==> src/rtl/prog_counter_n.sv <==
// prog_counter_n: parametrised programmable up/down counter with a
// programmable terminal value, wrap/saturate modes and a one-cycle
// terminal-count pulse.
// Optional feature macro: PROG_COUNTER_PRESCALE_EN (adds a clock-enable
// prescaler so the counter steps once per presc_div+1 enabled cycles).
// rst_n is asynchronous and active-high: the block is held in reset while
// rst_n is 1.

module prog_counter_n #(
  parameter int WIDTH      = 8,
  parameter int PRESCALE_W = 4
) (
  input  logic                  clk,
  input  logic                  rst_n,
  input  logic                  en,
  input  logic                  load,
  input  logic [WIDTH-1:0]      load_val,
  input  logic                  dir,
  input  logic                  sat,
  input  logic [WIDTH-1:0]      limit,
  input  logic [PRESCALE_W-1:0] presc_div,
  output logic [WIDTH-1:0]      count,
  output logic                  tc,
  output logic                  at_bound
);

  localparam logic [WIDTH-1:0] CNT_ZERO = {WIDTH{1'b0}};
  localparam logic [WIDTH-1:0] CNT_ONE  = WIDTH'(1'b1);

  logic [WIDTH-1:0] count_r;
  logic             tc_r;
  logic [WIDTH-1:0] count_next_s;
  logic             tc_next_s;
  logic [WIDTH-1:0] load_clamp_s;
  logic [WIDTH-1:0] inc_s;
  logic [WIDTH-1:0] dec_s;
  logic             tick_s;
  logic             step_s;

`ifdef PROG_COUNTER_PRESCALE_EN
  localparam logic [PRESCALE_W-1:0] PRESC_ZERO = {PRESCALE_W{1'b0}};
  localparam logic [PRESCALE_W-1:0] PRESC_ONE  = PRESCALE_W'(1'b1);

  logic [PRESCALE_W-1:0] presc_r;
  logic [PRESCALE_W-1:0] presc_next_s;

  // Tick when the prescaler reaches the programmed divisor.
  always_comb begin
    tick_s = (presc_r == presc_div);
  end

  // Prescaler advances on enabled, non-load edges; load clears it, en low freezes it.
  always_comb begin
    presc_next_s = presc_r;
    if (load) begin
      presc_next_s = PRESC_ZERO;
    end else if (en) begin
      if (tick_s) begin
        presc_next_s = PRESC_ZERO;
      end else begin
        presc_next_s = presc_r + PRESC_ONE;
      end
    end else begin
      presc_next_s = presc_r;
    end
  end

  // Prescaler register, cleared immediately by reset.
  always_ff @(posedge clk or posedge rst_n) begin
    if (rst_n) begin
      presc_r <= PRESC_ZERO;
    end else begin
      presc_r <= presc_next_s;
    end
  end
`else
  // presc_div is kept on the port list for compatibility but has no effect here.
  logic presc_unused_s;
  assign presc_unused_s = ^presc_div;

  // Without the prescaler every enabled edge is a step edge.
  always_comb begin
    tick_s = 1'b1;
  end
`endif

  // Shared arithmetic: increment/decrement wrap modulo 2^WIDTH, load value clamped into range.
  always_comb begin
    inc_s  = count_r + CNT_ONE;
    dec_s  = count_r - CNT_ONE;
    step_s = en & ~load & tick_s;
    if (load_val > limit) begin
      load_clamp_s = limit;
    end else begin
      load_clamp_s = load_val;
    end
  end

  // Next count and terminal-count pulse; load beats step, step beats hold.
  always_comb begin
    count_next_s = count_r;
    tc_next_s    = 1'b0;
    if (load) begin
      count_next_s = load_clamp_s;
      tc_next_s    = 1'b0;
    end else if (step_s) begin
      if (dir) begin
        if (count_r < limit) begin
          count_next_s = inc_s;
          tc_next_s    = sat & (inc_s == limit);
        end else if (sat) begin
          // A count above limit (limit lowered at run time) snaps onto limit and pulses.
          count_next_s = limit;
          tc_next_s    = (count_r != limit);
        end else begin
          count_next_s = CNT_ZERO;
          tc_next_s    = 1'b1;
        end
      end else begin
        if (count_r != CNT_ZERO) begin
          count_next_s = dec_s;
          tc_next_s    = sat & (count_r == CNT_ONE);
        end else if (sat) begin
          count_next_s = CNT_ZERO;
          tc_next_s    = 1'b0;
        end else begin
          count_next_s = limit;
          tc_next_s    = 1'b1;
        end
      end
    end else begin
      count_next_s = count_r;
      tc_next_s    = 1'b0;
    end
  end

  // Count and tc registers, cleared immediately by reset.
  always_ff @(posedge clk or posedge rst_n) begin
    if (rst_n) begin
      count_r <= CNT_ZERO;
      tc_r    <= 1'b0;
    end else begin
      count_r <= count_next_s;
      tc_r    <= tc_next_s;
    end
  end

  // Boundary flag follows count, limit and dir with no register stage.
  always_comb begin
    if (dir) begin
      at_bound = (count_r >= limit);
    end else begin
      at_bound = (count_r == CNT_ZERO);
    end
  end

  assign count = count_r;
  assign tc    = tc_r;

endmodule

==> config.mk <==
export PLATFORM = sky130hd
export DESIGN_NAME = prog_counter_n
export DESIGN_NICKNAME = d
export VERILOG_FILES = /design/src/rtl/prog_counter_n.sv
export SDC_FILE = /design/constraint.sdc
export NUM_CORES = 1
export LEC_CHECK = 0
export BUFFER_PORTS_ARGS = -buffer_cell sky130_fd_sc_hd__buf_2
export CORE_MARGIN = 1
export CORE_UTILIZATION = 35
export CTS_BUF_LIST = sky130_fd_sc_hd__clkbuf_8 sky130_fd_sc_hd__clkbuf_16
export CTS_CLUSTER_DIAMETER = 50
export DETAILED_ROUTE_END_ITERATION = 12
export PLACE_DENSITY_LB_ADDON = 0.08
export SLEW_MARGIN = 5
export SYNTH_ARGS = -nofsm -noshare
export SYNTH_HDL_FRONTEND = slang
export SYNTH_SLANG_ARGS = --single-unit
==> constraint.sdc <==
create_clock -name clk -period 2.5 [get_ports clk]
set_clock_uncertainty 0.15 [all_clocks]
set_input_delay 0.125 -clock clk [delete_from_list [all_inputs] [get_ports clk]]
set_output_delay 0.125 -clock clk [all_outputs]
set_load 0.005 [all_outputs]
# ---- Yosys cells after proc, flatten, opt, wreduce, memory -nomap -nowiden
# Index checks and enable logic that the tools add are counted.
# Widths: inputs -> output; s select.
dict set report word_totals {
  regBits 9
  input_bits 26
  output_inout_bits 10
  wordCells 33
}
dict set report classes {
  addsub 2
  n_lt_le_gt_ge 3
  n_eq_ne 3
  muxes 16
  bitwise 4
  n_reduce_logical 3
}
# cell n
set op_table {}
lappend op_table {{$mux 8} 8}
lappend op_table {{$add 8x1->8 const B} 1}
lappend op_table {{$eq 8x1->1 const B} 1}
lappend op_table {{$eq 8x8->1} 1}
lappend op_table {{$ge 8x8->1} 1}
lappend op_table {{$gt 8x8->1} 1}
lappend op_table {{$logic_not 8->1} 1}
lappend op_table {{$lt 8x8->1} 1}
lappend op_table {{$mux 1} 8}
lappend op_table {{$ne 8x8->1} 1}
lappend op_table {{$reduce_bool 8->1} 1}
lappend op_table {{$sub 8x1->8 const B} 1}
lappend op_table {{$and 1x1->1} 3}
lappend op_table {{$reduce_bool 2->1} 1}
lappend op_table {{$not 1->1} 1}

# ---- Logic depth before layout (Yosys ltp)
# Gate-level depths: netlist of run 1.
dict set report depth {
  depth_word 7
  depth_mapped 9
  mapped_depth_nobuf 8
}

# ---- Worst setup path before layout of run 1
# No wires, ideal clock.
dict set report synth_path {
  path_type {register to register}
  startpoint {reg count_r[1], in the netlist count[1]}
  endpoint {reg count_r[0], in the netlist count[0]}
  arrival_time_ns 2.080
  required_ns 2.271
  path_slack_ns 0.191
  path_stages_with_launch 9
  cell_sequence {dfrtp_1 > ha_1 > nor2b_1 > o211ai_2 > a21oi_2 > or2_1 > buf_2 > a2111oi_0 > a2bb2oi_1}
}
dict set report synth_via {
  elab_chain_len 5
  word_cells_on_any_way 7
  cone_classes {1 x order compare; 5 x mux; 1 x reduce/logical}
}
# element line_no
set synth_rtl {}
lappend synth_rtl {{from (decl)} 30} ;# logic [WIDTH-1:0] count_r;
lappend synth_rtl {{from (signal assigned)} 143} ;# count_r <= count_next_s;
lappend synth_rtl {{$lt 8x8->1 or $reduce_bool 8->1 (tied branches)} {108, 120}}
lappend synth_rtl {{$mux 8 (on tied branches)} {108, 120}}
lappend synth_rtl {{$mux 8 *} 107} ;# if (dir) begin
lappend synth_rtl {{$mux 8 *} 106} ;# end else if (step_s) begin
lappend synth_rtl {{$mux 8 *} 103} ;# if (load) begin
# Every way passes the cells marked *; elsewhere a longest branch is shown, timed or not. The select of a mux whose other input is x is not followed.
# A chain may end at the register's enable or synchronous reset.

# ---- Worst setup path in the final report of run 1
dict set report layout_path {
  startpoint {reg count_r[1], in the netlist count[1]}
  endpoint {reg count_r[3], in the netlist count[3]}
}
dict set report layout_via {
  elab_chain_len 5
  word_cells_on_any_way 9
  cone_classes {2 x add/sub; 1 x order compare; 5 x mux; 1 x reduce/logical}
}
# element line_no
set layout_rtl {}
lappend layout_rtl {{$sub 8x1->8, or another cell as far along} 90} ;# dec_s = count_r - CNT_ONE;
lappend layout_rtl {{$mux 8 (on tied branches)} {120, 108}}
lappend layout_rtl {{$mux 8 *} 107}
lappend layout_rtl {{$mux 8 *} 106}
lappend layout_rtl {{$mux 8 *} 103}
# Marked as above.

==> reports/metrics.cfg, run 1 <==
[die]
ioPinCount=36
die_w_um=71.96
fp-row-count=25
dieArea_um2=5178
fp.dieH_um=71.96
start_util=0.3626
core-area_um2=4723

[grt]
grt_pass1_wl_um=9432
grtUsageTotal=0.2392
grt_max_degree=22
antenna_found_initial=0
grt.overflow.total=0
grt_pass1_vias=1813

[power]
power.leakage_nw=0.9055
ir_drop_v=0.0002491
internal_power_uw=553.4
power_mw=1.011
p_sw_uw=457.2
power.share.switching=0.4524
seqPwrFrac=0.209
p_clk_frac=0.162
p_per_area_nw_per_um2=488.3
comb_power_share=0.629

[logic_synthesis]
postSynth.asyncResetShare=1.000
yosysSeqAreaShare=0.1315
synthDistinctLibCells=60
synth_area_per_cell_um2=7.579
synthCells=226
yosys_warnings=0
synth_seq_cells=9
synthFlopType=dfrtp_1
synth_area_um2=1713
synth_edf_count=0
synth_nets=272

[setup_path]
cp_cell_sequence=inv_1 > ha_1 > or3b_4 > nor3_4 > mux2_1 > a21oi_1 > o211a_1 > a221oi_2
arrival_ps=2310
crit_required_ps=2450
cp_slowest_cell=or3b_4
worst-path-max-fanout=4
critPathKind=flop to flop
cp-start-kind=flop
critPathTopFamily=simple AND/OR/NAND/NOR gates
cp-end-kind=flop
max_stage_delay_ps=430
cp.buffers_inverters=1

[cts]
clk_latency_ps=230
post_cts_buffers=0
clock-sinks=9
h-tree-depth=1
cts_root_buffer=clkbuf_8
cts_inserted_buffers=3
tritoncts=done
cts_buffer_depth=2
clk_pin_slew_ps=40

[sta]
tns_ps=0
rsz0062_at_grt=false
slew_violations=0
period_needed_ps=2363
hold_viol_final=0
fmax_mhz=423.3
max_slew.worst_pin.slew_ps=513.8
period_share=0.9450
finalSetupViolations=0
slew_headroom=0.6486

[run]
drv_cap=0

[drt]
num_vias=1931
viasPerCell=5.816
wl_per_cell_um=17.35
drc=0
drt_iter0_markers=97
drt_first_pass_iters=4
totalWireLength_um=5760
postRouteAntennaNets=0

[final_layout]
areaGrowthSynthToFinish_pct=20.82
fin_nets=312
drive_above_1_share=0.2302
diodes=0
final_area_um2=2069

[placed_design]
dp_hpwl_um=4709
gp_congestion=0.8484
io_buffers=31
dpl_cell_area_um2=2009

[status]
status=finished, final reports clean

[min_path]
hold_path.class=input pin to flop

==> routing by layer <==
metal	share of wire	vias to the layer above	track usage
met2	0.49	56	0.4161
met5	0	-	0
met3	0.035	10	0.02500
met4	0.019	0	0.05664
li1	-	945	-
met1	0.46	920	0.3193
==> cells by family (layout without fill, tap and decap cells) <==
kind of cell | Yosys count | in the layout | share of synthesized area
XOR/XNOR | 12 | 12 | 0.06940
AO/OA/AOI/OAI | 75 | 75 | 0.3061
buffers and inverters | 28 | 67 | 0.06939
AND/OR/NAND/NOR | 79 | 79 | 0.2593
flip-flops | 9 | 9 | 0.1315
multiplexers | 3 | 3 | 0.01826
adder cells (fa/ha/maj) | 20 | 20 | 0.1461
==> worst register-to-register path, delay by kind of cell (launching register included) <==
kind            cells  cell delay [ps]
mux                 1              340
simple gates        2              610
fa+ha+maj           1              210
compound gates      3              370
flops               1              420
buf+inv             1              140
==> path summary, 6_finish.rpt <==
path / from / endpoint / slack, ps / cells past startpoint
max: count[1]$_DFFE_PP0P_ / count[3]$_DFFE_PP0P_ / 140 / 8
min: limit[1] / count[1]$_DFFE_PP0P_ / 70 / 3
max reg2reg: count[1]$_DFFE_PP0P_ / count[3]$_DFFE_PP0P_ / 140 / 8
min reg2reg: count[2]$_DFFE_PP0P_ / count[2]$_DFFE_PP0P_ / 540 / 2
max in group asynchronous: rst_n / count[4]$_DFFE_PP0P_ / 1690 / 3
min in group asynchronous: rst_n / count[1]$_DFFE_PP0P_ / 250 / 3
==> registers in the layout, summed over array words and instances, names as in the netlist <==
| register | flops |
|---|---|
| tc | 1 |
| count | 8 |
==> stage by stage <==
step | util | instances | setup WS (ps) | hold WS, ps
global route | 0.4381 | 332 | 34.33 | 92.39
global placement | 0.4254 | 327 | 170.4 | -43.48
CTS | 0.4371 | 332 | 117.1 | 78.26
detailed placement | 0.4254 | 327 | 129.9 | -43.44
floorplan | - | 226 | 190.5 | -197.1
finish | 0.4381 | 332 | 137.5 | 73.72
==> power groups by stage <==
stage | Combinational, mW | Clock, mW | Sequential, mW
detailed placement | 0.630 | 0 | 0.212
floorplan | 0.421 | 0 | 0.205
finish | 0.636 | 0.164 | 0.211
global placement | 0.634 | 0 | 0.214
CTS | 0.633 | 0.167 | 0.210
global route | 0.706 | 0.176 | 0.212
==> cell usage after synthesis, types with 5 or more instances <==
| master | count | share of area |
|---|---|---|
| a211oi_1 | 10 | 0.044 |
| a21oi_1 | 16 | 0.047 |
| a31oi_1 | 12 | 0.044 |
| buf_2 | 5 | 0.015 |
| clkbuf_1 | 7 | 0.015 |
| dfrtp_1 | 9 | 0.13 |
| ha_1 | 20 | 0.15 |
| inv_1 | 15 | 0.033 |
| nand2_1 | 15 | 0.033 |
| nand4_1 | 5 | 0.018 |
| nor2_1 | 13 | 0.028 |
| nor3_1 | 17 | 0.050 |
| nor3b_1 | 5 | 0.022 |
| o21ai_0 | 5 | 0.015 |
| xnor2_1 | 8 | 0.041 |
==> layout by cell type, fill, tap and decap left out, types with 2 or more instances in the layout <==
cell,instances
a211oi_1,10
a21oi_1,16
a31oi_1,12
and3_1,3
and4_1,2
buf_2,31
buf_4,16
clkbuf_8,3
dfrtp_1,9
ha_1,20
inv_1,16
mux2i_1,2
nand2_1,15
nand3_1,3
nand4_1,5
nor2_1,13
nor2b_1,2
nor3_1,17
nor3b_1,5
o211ai_1,3
o21ai_0,5
o21ai_1,4
o22ai_1,3
o31ai_1,2
o41ai_1,2
or2_1,2
xnor2_1,8
xor2_1,3
==> timing repair <==
action                     4_1_cts  5_1_grt
hold endpoints to repair         9        0
gates resized for setup          0        1
hold buffers                     1        0
setup endpoints to repair        0        1
==> area by class of cell <==
class | count | area [um2]
clock buffers | 3 | 41.29
clock inverters | 1 | 3.754
fillers | 499 | 2654
inverters | 15 | 56.30
multi-input cells | 189 | 1374
flip-flops and latches | 9 | 225.2
well taps | 67 | 83.83
repair buffers | 48 | 285.3
Note: power is estimated with default switching activity, not from simulation.
==> inputs of run 2 (changes only) <==
Settings changed: RECOVER_POWER from default to 100.
==> reports/metrics.cfg, run 2 (synthesis results as in run 1) <==
[grt]
antenna_found_initial=0  ; unchanged
grt_pass1_wl_um=9432  ; unchanged
grtUsageTotal=0.2392  ; unchanged
grt.overflow.total=0  ; unchanged
grt_max_degree=22  ; unchanged
grt_pass1_vias=1813  ; unchanged

[sta]
tns_ps=0  ; unchanged
period_share=0.9420  ; -0.002977
period_needed_ps=2355  ; -7.443 ps
max_slew.worst_pin.slew_ps=510.8  ; -3.037 ps
finalSetupViolations=0  ; unchanged
fin_ws_ps=144.9  ; +7.443 ps
fmax_mhz=424.6  ; +0.32%
slew_headroom=0.6507  ; +0.002077
holdWs_ps=82.10  ; +8.379 ps
slew_violations=0  ; unchanged
rsz0062_at_grt=false
hold_viol_final=0  ; unchanged

[die]
core-area_um2=4723  ; unchanged
die_w_um=71.96  ; unchanged
fp.dieH_um=71.96  ; unchanged
dieArea_um2=5178  ; unchanged
start_util=0.3626  ; unchanged
fp-row-count=25  ; unchanged
ioPinCount=36  ; unchanged

[placed_design]
dp_slack_ps=129.9  ; unchanged
dp_hpwl_um=4709  ; unchanged
io_buffers=31  ; unchanged
post-place-cells=327  ; unchanged
gp_congestion=0.8484  ; unchanged

[setup_path]
r2r_start=count[1]$_DFFE_PP0P_
cp-end-kind=flop
arrival_ps=2350  ; +40 ps
crit_required_ps=2490  ; +40 ps
cp_slowest_cell=dfrtp_1
startpoint=count[1]$_DFFE_PP0P_
max_stage_delay_ps=410  ; -20 ps
r2r_setup_slack_ps=140  ; about the same
critPathKind=flop to flop
cp-start-kind=flop
cp_cell_sequence=clkbuf_1 > and4_1 > and2_0 > a21oi_1 > nor4_1 > nand4_1 > a31oi_1
worst-path-max-fanout=7  ; +3

[power]
ir_drop_v=0.0002484  ; -0.30%
p_per_area_nw_per_um2=485.5  ; -0.58%
power.leakage_nw=0.8825  ; -2.5%

[min_path]
hp-start=limit[1]
hold_path.class=input pin to flop

[drt]
num_vias=1935  ; +0.21%
wl_per_cell_um=17.38  ; +0.17%
drt_iter0_markers=89  ; -8.2%
postRouteAntennaNets=0  ; unchanged
drt_first_pass_iters=4  ; unchanged
totalWireLength_um=5770  ; +0.17%
drc=0  ; unchanged
viasPerCell=5.828  ; +0.21%

[cts]
cts_inserted_buffers=3  ; unchanged
clock-sinks=9  ; unchanged
cts_root_buffer=clkbuf_8
cts_buffer_depth=2  ; unchanged
tritoncts=done
clk_latency_ps=230  ; about the same
h-tree-depth=1  ; unchanged
clk_pin_slew_ps=40  ; about the same

[final_layout]
diodes=0  ; unchanged
stdcell_count=332  ; unchanged
drive_above_1_share=0.2075  ; -0.02264
layout_common_cells=buf_2 (29), ha_1 (20), nor3_1 (17)
fin_nets=312  ; unchanged
largest_reg_flops=8  ; unchanged
fin_util=0.4344  ; -0.003709
areaGrowthSynthToFinish_pct=19.80
final_common_cell=buf_2

[status]
status=finished, final reports clean

[run]
drv_cap=0  ; unchanged

[run 2: changes by cell type in the layout (fill, tap and decap cells not counted), sizes merged]
| cell | delta |
|---|---|
| clkbuf | +7 |
| buf | -7 |
[run 2: what timing repair did]
item                                    4_1_cts  5_1_grt
hold buffers                                  1        0
buffers inserted                              0        0
resized for setup                             0        1
endpoints found under the setup margin        0        1
hold endpoints to repair                      9        0
[run 2: metrics by stage]
stage | area (um2) | power, mW
floorplan | 1713 | 0.6262
global placement | 2009 | 0.8471
detailed placement | 2009 | 0.8415
CTS | 2064 | 1.010
global route | 2052 | 1.081
finish | 2052 | 0.9962
[run 2: final timing paths]
kind / depth (start not counted) / to
worst max-delay path: 7 / tc$_DFF_PP0_
min in group asynchronous: 3 / count[1]$_DFFE_PP0P_
worst min-delay path: 3 / count[1]$_DFFE_PP0P_
worst max register to register: 7 / tc$_DFF_PP0_
max in group asynchronous: 3 / count[4]$_DFFE_PP0P_
worst min register to register: 2 / count[2]$_DFFE_PP0P_
[run 2: area by class of cell]
class | count | area [um2]
timing repair buffer | 48 | 267.8
tap | 67 | 83.83
inverter | 15 | 56.30
sequential | 9 | 225.2
multi-input combinational | 189 | 1374
clock inverter | 1 | 3.754
clock buffer | 3 | 41.29
fill | 501 | 2671
[run 2: power by group]
part,internal [mW],leakage [nW],total (mW),switching (mW)
registers,0.170,0.106,0.210,0.0406
logic,0.264,0.749,0.623,0.358
clock network,0.107,0.0269,0.163,0.0566
total,0.541,0.883,0.996,0.455
[run 2: critical path: cells and delay by family, from the launching register on]
| family | cells | cell delay (ps) |
|---|---|---|
| AOI/OAI and AO/OA | 2 | 340 |
| DFF | 1 | 410 |
| and+or+nand+nor | 4 | 1070 |
| buffers and inverters | 1 | 300 |
[run 2: per-layer routing]
| layer | GRT usage | vias up | wire length, um |
|---|---|---|---|
| met5 | 0 | - | 0 |
| met2 | 0.4161 | 50 | 2835 |
| met3 | 0.02500 | 8 | 249 |
| li1 | - | 944 | - |
| met1 | 0.3193 | 933 | 2616 |
| met4 | 0.05664 | 0 | 68 |
